### src/rtl/mem_copy_dma.sv
// mem_copy_dma: forward word-at-a-time block copy over the data RAM port.
// Optional MEM_COPY_PROTECT_EN aborts on writes into the 0x200-0x204 window.
module mem_copy_dma #(
  parameter int ADDR_W = 11,
  parameter int DATA_W = 16,
  parameter int LEN_W  = 12
) (
  input  logic              clk,
  input  logic              reset_bar,
  input  logic              start,
  input  logic [ADDR_W-1:0] src_addr,
  input  logic [ADDR_W-1:0] dst_addr,
  input  logic [LEN_W-1:0]  length,
  output logic              busy,
  output logic              done,
  output logic              err,
  output logic [ADDR_W-1:0] mem_addr,
  output logic [DATA_W-1:0] mem_wdata,
  output logic              mem_we,
  input  logic [DATA_W-1:0] mem_rdata
);

  typedef enum logic [2:0] {
    IDLE, RD, CAP, WR, FIN
  } state_t;

  state_t state;
  state_t state_nx;

  logic [ADDR_W-1:0] src;
  logic [ADDR_W-1:0] dst;
  logic [ADDR_W-1:0] addr_q;
  logic [LEN_W-1:0]  len;
  logic [DATA_W-1:0] buf_q;
  logic [DATA_W-1:0] wdata_q;
  logic              hit;

`ifdef MEM_COPY_PROTECT_EN
  localparam logic [ADDR_W-1:0] WIN_LO = ADDR_W'(32'h200);
  localparam logic [ADDR_W-1:0] WIN_HI = ADDR_W'(32'h204);

  assign hit = (dst >= WIN_LO) && (dst <= WIN_HI);
  assign err = (state == WR) && hit;
`else
  assign hit = 1'b0;
  assign err = 1'b0;
`endif

  // state register
  always_ff @(posedge clk or negedge reset_bar) begin
    if (!reset_bar) state <= IDLE;
    else            state <= state_nx;
  end

  // next-state decode
  always_comb begin
    state_nx = state;
    unique case (state)
      IDLE: if (start) state_nx = (length == '0) ? FIN : RD;
      RD:   state_nx = CAP;
      CAP:  state_nx = WR;
      WR: begin
        if (hit)                   state_nx = IDLE;
        else if (len == LEN_W'(1)) state_nx = FIN;
        else                       state_nx = RD;
      end
      FIN:  state_nx = IDLE;
      default: state_nx = IDLE;
    endcase
  end

  // address/length counters, read buffer and held bus values
  always_ff @(posedge clk or negedge reset_bar) begin
    if (!reset_bar) begin
      src     <= '0;
      dst     <= '0;
      len     <= '0;
      buf_q   <= '0;
      addr_q  <= '0;
      wdata_q <= '0;
    end else begin
      addr_q  <= mem_addr;
      wdata_q <= mem_wdata;
      if (state == IDLE && start) begin
        src <= src_addr;
        dst <= dst_addr;
        len <= length;
      end
      if (state == CAP) buf_q <= mem_rdata;
      if (state == WR && !hit) begin
        src <= src + ADDR_W'(1);
        dst <= dst + ADDR_W'(1);
        len <= len - LEN_W'(1);
      end
    end
  end

  // bus and status outputs decoded from registered state
  always_comb begin
    busy      = (state == RD) || (state == CAP) || (state == WR);
    done      = (state == FIN);
    mem_we    = (state == WR) && !hit;
    mem_wdata = (state == WR) ? buf_q : wdata_q;
    unique case (state)
      RD, CAP: mem_addr = src;
      WR:      mem_addr = dst;
      default: mem_addr = addr_q;
    endcase
  end

endmodule

### config.mk
export PLATFORM = sky130hd
export DESIGN_NAME = mem_copy_dma
export DESIGN_NICKNAME = d
export VERILOG_FILES = /design/src/rtl/mem_copy_dma.sv
export SDC_FILE = /design/constraint.sdc
export NUM_CORES = 1
export LEC_CHECK = 0
export ABC_CLOCK_PERIOD_IN_PS = 1700
export CAP_MARGIN = 20
export CORE_MARGIN = 5
export CORE_UTILIZATION = 46
export CTS_CLUSTER_DIAMETER = 50
export DETAILED_ROUTE_END_ITERATION = 10
export PLACE_DENSITY = 0.76
export SYNTH_ARGS = -nofsm -noshare
export SYNTH_HDL_FRONTEND = slang
export SYNTH_SLANG_ARGS = --single-unit
### constraint.sdc
create_clock -name clk -period 1.7 [get_ports clk]
set_clock_uncertainty 0.05 [all_clocks]
set_input_delay 0.255 -clock clk [delete_from_list [all_inputs] [get_ports clk]]
set_output_delay 0.255 -clock clk [all_outputs]
set_load 0.05 [all_outputs]
==> flow_metrics.env, run 1 <==
export IMPL_p_sw_share_pct=46.4
export IMPL_end_kind="register"
export IMPL_fin_crit_sh_pct=142
export IMPL_synth_flop_cell="dfrtp_1"
export IMPL_track_usage_pct=24.6
export IMPL_drc=0
export IMPL_diodes=0
export IMPL_rsz0062_at_grt="true"
export IMPL_areaGrowthSynthToFinish_pct=86.0
export IMPL_internal_power_mw=9.84
export IMPL_cp_start_kind="register"
export IMPL_grt_start_max_net_pins=37
export IMPL_synth_mux_area_share_pct=7.85
export IMPL_critPathMaxFanout=5
export IMPL_fillCellCount=330
export IMPL_hold_class="input pin to async pin"
export IMPL_fin_util_pct=87.7
export IMPL_wl_met2_um=8770
export IMPL_violations="setup timing"
export IMPL_grt_overflow_total=0
export IMPL_fin_total_pwr_mw=18.4
export IMPL_synth_compound_area_share_pct=14.9
export IMPL_netlist_area_mm2=0.00387
export IMPL_drive_above_1_share_pct=57.5
export IMPL_cts_tree="yes"
export IMPL_die_w_um=102
export IMPL_powerDensity_mw_per_mm2=2550
export IMPL_synth_seq_area_share_pct=51.7
export IMPL_cts_sinks=80
export IMPL_ys_warn_count=0
export IMPL_critical_path_class="register to register"
export IMPL_synth_adder_area_share_pct=1.29
export IMPL_core_area_mm2=0.00822
export IMPL_vias=4254
export IMPL_synth_top_family_by_area="simple AND/OR/NAND/NOR gates"
export IMPL_fin_ws_ps=-706
export IMPL_ys_ff_latch=80
export IMPL_die_area_mm2=0.0104
export IMPL_combPwrFrac_pct=70.4
export IMPL_synthXorXnorAreaFrac_pct=0.226
export IMPL_routed_wl_um=17100
export IMPL_status="finished, violations left"
export IMPL_seqPwrFrac_pct=21.4
export IMPL_drt_met1_wl_um=6070
export IMPL_wire_per_inst_um=25.2
export IMPL_synthArstFlopShare_pct=100
export IMPL_final_nets=624
export IMPL_wl_met3_um=1440
export IMPL_clock_fmax_ghz=0.416
export IMPL_die_h_um=102
export IMPL_ioPinCount=84
export IMPL_io_buffers=82
export IMPL_critPathRequiredTime_ps=1850
export IMPL_syn_inst=383
export IMPL_start_util_pct=47.1
export IMPL_cts_buffers_inserted=9
export IMPL_drtIter0Drc=353
export IMPL_clk_latency_ps=370
export IMPL_clk_path_buf_depth=2
export IMPL_grt_pass1_wl_um=19700
export IMPL_vias_per_cell=6.28
export IMPL_gp_congestion=0.934
export IMPL_post_place_ws_ps=-315
export IMPL_grt_pass1_vias=3954
export IMPL_fin_crit_ps=2410
export IMPL_top_layer_used="met4"
export IMPL_dpl_hpwl_um=7650
export IMPL_p_clk_share_pct=8.3
export IMPL_tightest_slew_ps=525
export IMPL_clk_pin_slew_ps=90
export IMPL_cts_htree_levels=3
export IMPL_detail_route_antenna_nets=0
export IMPL_setup_viol=75
export IMPL_leakagePower_nw=3.20
export IMPL_avgSynthCellArea_um2=10.1
export IMPL_yosys_area_share_simple_pct=19.7
export IMPL_ir_worst_vdd_mv=2.02
export IMPL_maxCapViolCount=0
export IMPL_syn_nets=440
export IMPL_finalHoldViolations=0
export IMPL_cp_arrival_ps=2560
export IMPL_std_cell_rows=33
export IMPL_power_switching_mw=8.52
export IMPL_synth_cell_types=51
export IMPL_clock_root_buffer="clkbuf_8"
export IMPL_antenna_found_initial=0
export IMPL_first_pass_iters=5
export IMPL_drv_slew=0
export IMPL_slew_headroom_pct=64.8
export IMPL_synth_edf_count=0
## state kept, by name (all words and copies together) (netlist names)
| name | flops |
|---|---|
| wdata_q | 16 |
| addr_q | 11 |
| buf_q | 16 |
| len | 12 |
| state | 3 |
| src | 11 |
| dst | 11 |
## critical path, stage by stage (launching register included)
cell      delay, ps
dfrtp_2         480
buf_12          150
buf_16          130
buf_8           120
buf_6           110
nor4b_4         290
buf_4           180
buf_6           110
buf_4           120
a311oi_1         40
a311oi_1        460
## worst paths after layout
kind / endpoint / from / slack, ps / depth (start not counted)
max reg2reg: src[7]$_DFFE_PN0P_ / state[0]$_DFFE_PN0P_ / -710 / 10
min: src[7]$_DFFE_PN0P_ / reset_bar / 300 / 2
min in group clk: dst[7]$_DFFE_PN0P_ / dst_addr[7] / 450 / 2
max: src[7]$_DFFE_PN0P_ / state[0]$_DFFE_PN0P_ / -710 / 10
max in group asynchronous: len[4]$_DFFE_PN0P_ / reset_bar / 690 / 3
min reg2reg: addr_q[5]$_DFF_PN0_ / addr_q[5]$_DFF_PN0_ / 460 / 2
## per-stage QoR
| step | hold WS (ps) | cells | cell area, µm² | TNS, ps |
|---|---|---|---|---|
| finish | 300 | 677 | 7210 | -26400 |
| global route | 319 | 677 | 7210 | -30460 |
| CTS | 322 | 642 | 6230 | -17980 |
| detailed placement | 167 | 595 | 5400 | -6690 |
| global placement | 160 | 595 | 5400 | -5050 |
| floorplan | -90.6 | 383 | 4090 | -1330 |
## layout make-up
class | instances | area (µm²) | share of cell area, %
multi-input cells | 271 | 2540 | 35.3
well taps | 105 | 131 | 1.82
inverters | 5 | 26.3 | 0.365
clock inverters | 7 | 77.6 | 1.08
clock buffers | 9 | 124 | 1.72
flip-flops and latches | 80 | 2000 | 27.8
repair buffers | 200 | 2300 | 31.9
## per-layer routing
layer	global-route usage (%)	vias to the layer above
met4	10.9	0
li1	-	1778
met1	29.8	2103
met2	41.8	289
met5	0	-
met3	5.79	84
## power groups by stage
stage,Clock [mW],Combinational (mW),Sequential (mW)
2_1_floorplan,0,5.53,3.36
3_3_place_gp,0,8.54,3.46
3_5_place_dp,0,8.73,3.52
4_1_cts,1.47,10.3,3.56
5_1_grt,1.61,13.4,4.00
6_report,1.52,12.9,3.93
## layout by cell type, fill, tap and decap left out, types with 7 or more instances in the layout
cell	count
a211oi_2	8
a22oi_2	10
a311oi_1	7
buf_12	23
buf_4	67
buf_6	32
buf_8	20
clkbuf_8	9
clkdlybuf4s50_1	51
dfrtp_1	78
mux2_2	10
mux2_4	17
nand2_1	16
nand2_2	24
nand2_4	39
nor2_1	21
o21ai_4	11
## cell families (layout without fill, tap and decap cells)
group                    count (synthesis)  count (layout)
XOR/XNOR                                 1               1
other                                    1               1
multiplexers                            27              27
adder cells (fa/ha/maj)                  4               4
buffers and inverters                   32             221
flip-flops                              80              80
AO/OA/AOI/OAI                           78              78
AND/OR/NAND/NOR                        160             160
## Yosys cell counts, types with 4 or more instances
cell	instances	area share, %
inv_1	4	0.39
a211oi_1	11	2.1
and3_1	6	0.97
nor3_1	8	1.0
o21ai_0	15	1.9
nor4_1	4	0.65
mux2_2	27	7.8
dfrtp_1	80	52
nor2_1	29	2.8
a22oi_1	12	2.3
a311oi_1	10	2.3
ha_1	4	1.3
a221o_1	4	1.0
o211ai_1	6	1.2
clkbuf_1	14	1.4
buf_2	7	0.90
nand3_1	9	1.2
nand4_1	6	0.97
nand2_1	79	7.7
## what timing repair did
action                                  4_1_cts  5_1_grt
gates resized for setup                     107      149
endpoints found under the setup margin       57       82
buffers inserted                             27       31
hold endpoints to repair                     26        0
pin swaps                                    49       55
hold buffers                                  1        0
cloned                                        4        7
Power figures use the tool's default switching activity.
==> run 2: changes to the inputs <==
--- a/config.mk
+++ b/config.mk
@@ -7,9 +7,9 @@
 export LEC_CHECK = 0
 export ABC_CLOCK_PERIOD_IN_PS = 1700
 export CAP_MARGIN = 20
-export CORE_MARGIN = 5
 export CORE_UTILIZATION = 46
 export CTS_CLUSTER_DIAMETER = 50
+export CTS_CLUSTER_SIZE = 24
 export DETAILED_ROUTE_END_ITERATION = 10
 export PLACE_DENSITY = 0.76
 export SYNTH_ARGS = -nofsm -noshare
==> run 2 against run 1 <==
Critical path depth shrank 4. Sequential share of layout area fell by 0.62 points. Final cell count grew 0.30%. Global-route usage grew 6.4 points. Clock power up 5%. The run still ends with setup timing left. Utilization rose by 2.4 points. First-iteration DRC count up 22%. Non-clock buffer count rose by 1. Via count rose by 3.1%. Clock-buffer cell count unchanged.
==> flow_metrics.env, run 2 (synthesized netlist as in run 1, its figures left out) <==
export IMPL_cp_start_kind="register"
export IMPL_critPathMaxFanout=6
export IMPL_stdcell_count=679
export IMPL_critPathSlowestCell="dfrtp_1"
export IMPL_antenna_found_initial=0
export IMPL_finalHoldViolations=0
export IMPL_fin_crit_ps=2220
export IMPL_power_switching_mw=8.90
export IMPL_vias=4384
export IMPL_critical_path_class="register to primary output"
export IMPL_fillCellCount=288
export IMPL_grt_overflow_total=0
export IMPL_combPwrFrac_pct=70.7
export IMPL_crit_chain="buf_6 > nor2b_4 > buf_6 > a22oi_2 > o21ai_4 > buf_12"
export IMPL_internal_power_mw=9.98
export IMPL_drc=0
export IMPL_worstSetupStartpoint="state[0]$_DFFE_PN0P_"
export IMPL_cp_arrival_ps=1920
export IMPL_track_usage_pct=31.0
export IMPL_std_cell_rows=33
export IMPL_reg2reg_slack_ps=-390
export IMPL_drv_slew=0
export IMPL_rsz0062_at_grt="true"
export IMPL_dpl_hpwl_um=7450
export IMPL_layout_commonest_cell="dfrtp_1"
export IMPL_violations="setup timing"
export IMPL_setup_viol=81
export IMPL_p_clk_share_pct=8.5
export IMPL_rr_endpoint="len[7]$_DFFE_PN0P_"
export IMPL_fin_total_pwr_mw=18.9
export IMPL_hold_class="input pin to async pin"
export IMPL_finalSetupTns_ps=-22690
export IMPL_die_area_mm2=0.00879
export IMPL_die_h_um=93.8
export IMPL_die_w_um=93.8
export IMPL_whs_ps=251
export IMPL_fin_crit_sh_pct=131
export IMPL_postPlaceCellArea_mm2=0.00540
export IMPL_seqPwrFrac_pct=20.9
export IMPL_detail_route_antenna_nets=0
export IMPL_cts_htree_levels=3
export IMPL_leakagePower_nw=3.24
export IMPL_dpl_cell_count=600
export IMPL_grt_pass1_vias=4102
export IMPL_clk_pin_slew_ps=110
export IMPL_r2r_start="state[0]$_DFFE_PN0P_"
export IMPL_critPathRequiredTime_ps=1390
export IMPL_cts_tree="yes"
export IMPL_ioPinCount=84
export IMPL_wire_per_inst_um=26.3
export IMPL_powerDensity_mw_per_mm2=2560
export IMPL_top_regs="buf_q (16), wdata_q (16), len (12)"
export IMPL_core_area_mm2=0.00818
export IMPL_clock_root_buffer="clkbuf_8"
export IMPL_fin_area_mm2=0.00736
export IMPL_ir_worst_vdd_mv=2.32
export IMPL_end_kind="primary output"
export IMPL_first_pass_iters=7
export IMPL_clk_path_buf_depth=2
export IMPL_io_buffers=82
export IMPL_reg2reg_depth=7
export IMPL_clock_fmax_ghz=0.450
export IMPL_maxCapViolCount=0
export IMPL_worst_path_most_repeated_cell="buf_6"
export IMPL_p_sw_share_pct=47.2
export IMPL_grt_pass1_wl_um=20500
export IMPL_gp_congestion=0.873
export IMPL_status="finished, violations left"
export IMPL_fin_ws_ps=-521
export IMPL_routed_wl_um=17900
export IMPL_layout_common_cells="dfrtp_1 (79), buf_4 (63), clkdlybuf4s50_1 (51)"
export IMPL_drtIter0Drc=432
export IMPL_drive_above_1_share_pct=59.8
export IMPL_start_util_pct=47.4
export IMPL_clk_latency_ps=380
export IMPL_areaGrowthSynthToFinish_pct=90.1
export IMPL_cts_sinks=80
export IMPL_cp_endpoint="mem_addr[9]"
export IMPL_max_stage_delay_ps=440
export IMPL_diodes=0
export IMPL_final_nets=626
export IMPL_grt_start_max_net_pins=34
export IMPL_vias_per_cell=6.46
export IMPL_cts_buffers_inserted=9
run 2: cell count changes in the layout (fill, tap and decap cells not counted), sizes merged:
cell	previous run	this run
buf	143	147
clkbuf	14	11
inv	8	10
and3	6	7
clkinv	2	1
clkinvlp	1	0
run 2: worst min path at each step:
stage	end	startpoint	slack [ps]	depth (start not counted)
after floorplan	addr_q[0]$_DFF_PN0_	reset_bar	-90	0
after global placement	dst[7]$_DFFE_PN0P_	reset_bar	100	1
after detailed placement	dst[10]$_DFFE_PN0P_	reset_bar	110	1
after CTS	buf_q[5]$_DFFE_PN0N_	reset_bar	240	2
after global routing	wdata_q[4]$_DFF_PN0_	reset_bar	280	2
final	wdata_q[4]$_DFF_PN0_	reset_bar	250	2
run 2: power groups by stage:
| stage | logic (mW) | clock network (mW) | registers, mW |
|---|---|---|---|
| after floorplan | 5.53 | 0 | 3.36 |
| after global placement | 8.44 | 0 | 3.47 |
| after detailed placement | 8.61 | 0 | 3.53 |
| after CTS | 10.5 | 1.57 | 3.59 |
| after global routing | 13.7 | 1.66 | 4.00 |
| final | 13.3 | 1.60 | 3.94 |
run 2: final cells by class:
type                    instances  area, µm²  area share (%)
clock buffers                   9        124            1.68
clock inverters                 7       90.1            1.22
inverters                       5       36.3           0.493
multi-input cells             272       2710            36.8
flip-flops and latches         80       2000            27.2
well taps                     105        131            1.78
repair buffers                201       2270            30.8
run 2: metal layers:
metal | vias to the layer above | GRT usage [%] | part of all wire, %
met2 | 308 | 53.5 | 50
li1 | 1774 | - | -
met4 | 0 | 14.4 | 7.6
met5 | - | 0 | 0
met1 | 2188 | 35.6 | 35
met3 | 114 | 8.33 | 7.7
run 2: per-stage QoR:
stage / utilization [%] / setup WS [ps]
floorplan: - / -110
global placement: 66.1 / -260
detailed placement: 66.1 / -305
CTS: 77.7 / -413
global route: 90.1 / -532
finish: 90.1 / -521
run 2: worst max-delay path, delay by kind of cell (launching register included):
kind / cells / cell delay [ps]
AO/OA/AOI/OAI: 2 / 330
AND/OR/NAND/NOR: 1 / 270
flip-flops: 1 / 440
buffers and inverters: 3 / 490
run 2: repair_timing:
action,CTS,global route
pin swaps,25,80
setup endpoints to repair,52,82
endpoints found under the hold margin,16,0
cloned,6,5
setup buffers,26,29
gates resized for setup,131,180
hold buffers,1,0
==> run 3: changes to the inputs <==
--- a/config.mk
+++ b/config.mk
@@ -7,6 +7,7 @@
 export LEC_CHECK = 0
 export ABC_CLOCK_PERIOD_IN_PS = 1700
 export CAP_MARGIN = 20
+export CORE_MARGIN = 10
 export CORE_UTILIZATION = 46
 export CTS_CLUSTER_DIAMETER = 50
 export CTS_CLUSTER_SIZE = 24
==> run 3 against run 2 <==
Critical path type unchanged. The run still ends with setup timing left. Combinational power shrank 11%. Clock-buffer cell count is the same. Final cell count shrank 2.8%. Critical path depth shrank 1. Clock power grew 4%.
==> flow_metrics.env, run 3 (synthesized netlist as in run 1, its figures left out) <==
export IMPL_maxCapViolCount=0
export IMPL_gr_usage_met3_pct=7.57
export IMPL_ioPinCount=84
export IMPL_areaGrowthSynthToFinish_pct=75.4
export IMPL_die_h_um=112
export IMPL_clock_fmax_ghz=0.474
export IMPL_drv_slew=0
export IMPL_cp_arrival_ps=1800
export IMPL_end_kind="primary output"
export IMPL_std_cell_rows=33
export IMPL_detail_route_antenna_nets=0
export IMPL_drc=0
export IMPL_fin_crit_ps=2110
export IMPL_track_usage_pct=19.7
export IMPL_crit_chain="buf_6 > mux2_4 > a22oi_2 > o21ai_4 > buf_12"
export IMPL_die_w_um=112
export IMPL_cp_top_family="flip-flops"
export IMPL_core_area_mm2=0.00822
export IMPL_drive_above_1_share_pct=50.6
export IMPL_ir_worst_vdd_mv=2.02
export IMPL_status="finished, violations left"
export IMPL_grtUsageMet2_pct=32.8
export IMPL_cp_buffers_inverters=2
export IMPL_whs_ps=314
export IMPL_setup_viol=66
export IMPL_fin_ws_ps=-410
export IMPL_powerDensity_mw_per_mm2=2540
export IMPL_violations="setup timing"
export IMPL_max_stage_delay_ps=470
export IMPL_antenna_found_initial=0
export IMPL_layout_commonest_cell="dfrtp_1"
export IMPL_io_buffers=82
export IMPL_post_place_ws_ps=-291
export IMPL_dpl_hpwl_um=8050
export IMPL_critPathSlowestCell="dfrtp_2"
export IMPL_clk_pin_slew_ps=90
export IMPL_finalSetupTns_ps=-14790
export IMPL_critPathMaxFanout=6
export IMPL_postPlaceCellArea_mm2=0.00537
export IMPL_cts_sinks=80
export IMPL_fin_crit_sh_pct=124
export IMPL_layout_common_cells="dfrtp_1 (79), buf_4 (60), clkdlybuf4s50_1 (51)"
export IMPL_critical_path_class="register to primary output"
export IMPL_final_nets=607
export IMPL_vias=3928
export IMPL_use_met1_pct=22.7
export IMPL_clock_root_buffer="clkbuf_8"
export IMPL_fin_area_mm2=0.00680
export IMPL_drtIter0Drc=241
export IMPL_cp_start_kind="register"
export IMPL_cts_tree="yes"
export IMPL_die_area_mm2=0.0125
export IMPL_grt_busiest_layer="met2"
export IMPL_critPathRequiredTime_ps=1390
export IMPL_fillCellCount=425
export IMPL_leakagePower_nw=3.00
export IMPL_multi_input_area_mm2=0.00237
export IMPL_cts_htree_levels=3
export IMPL_diodes=0
export IMPL_finalHoldViolations=0
export IMPL_fin_total_pwr_mw=17.3
export IMPL_hold_class="input pin to async pin"
export IMPL_grt_pass1_wl_um=20600
export IMPL_start_util_pct=47.1
export IMPL_seq_area_mm2=0.00200
export IMPL_wire_per_inst_um=22.3
export IMPL_first_pass_iters=5
export IMPL_vias_per_cell=5.95
export IMPL_clk_path_buf_depth=2
export IMPL_top_regs="buf_q (16), wdata_q (16), len (12)"
export IMPL_grt_pass1_vias=4007
export IMPL_cts_buffers_inserted=9
export IMPL_rsz0062_at_grt="true"
export IMPL_gp_congestion=0.805
export IMPL_grt_start_max_net_pins=32
export IMPL_routed_wl_um=14700
export IMPL_grt_overflow_total=0
export IMPL_clk_latency_ps=380
[run 3: cell type report]
type | instances | area share [%]
Inverter | 5 | 0.350
Sequential cell | 80 | 29.5
Multi-Input combinational cell | 271 | 34.8
Timing Repair Buffer | 183 | 30.0
Clock inverter | 7 | 1.57
Clock buffer | 9 | 1.82
Tap cell | 105 | 1.93
[run 3: metal layers]
layer,routed length (µm),vias up
met3,1060,45
met2,7510,197
met1,5660,1961
li1,-,1725
met5,0,-
met4,475,0
[run 3: path summary, 6_finish.rpt]
check	start	end	slack, ps	depth (start not counted)
worst max-delay path	state[0]$_DFFE_PN0P_	mem_addr[7]	-410	5
worst min-delay path	reset_bar	dst[6]$_DFFE_PN0P_	310	2
worst max register to register	state[2]$_DFFE_PN0P_	len[7]$_DFFE_PN0P_	-380	6
worst min register to register	addr_q[5]$_DFF_PN0_	addr_q[5]$_DFF_PN0_	470	2
max in group asynchronous	reset_bar	state[0]$_DFFE_PN0P_	780	3
min in group clk	dst_addr[7]	dst[7]$_DFFE_PN0P_	430	2
[run 3: power by group]
part	internal (mW)	total [mW]	switching, mW
combinational	5.64	11.8	6.19
sequential	2.87	3.77	0.901
clock	0.859	1.67	0.816
total	9.37	17.3	7.91
[run 3: timing repair]
item / 4_1_cts / 5_1_grt
buffers inserted: 21 / 25
endpoints found under the hold margin: 29 / 0
pin swaps: 43 / 60
resized for setup: 104 / 99
cloned: 3 / 2
endpoints found under the setup margin: 74 / 82
hold buffers: 1 / 0
[run 3: stage by stage]
step	instances	util [%]
detailed placement	594	65.3
finish	660	82.7
global route	660	82.7
global placement	594	65.3
floorplan	383	-
CTS	635	75.2
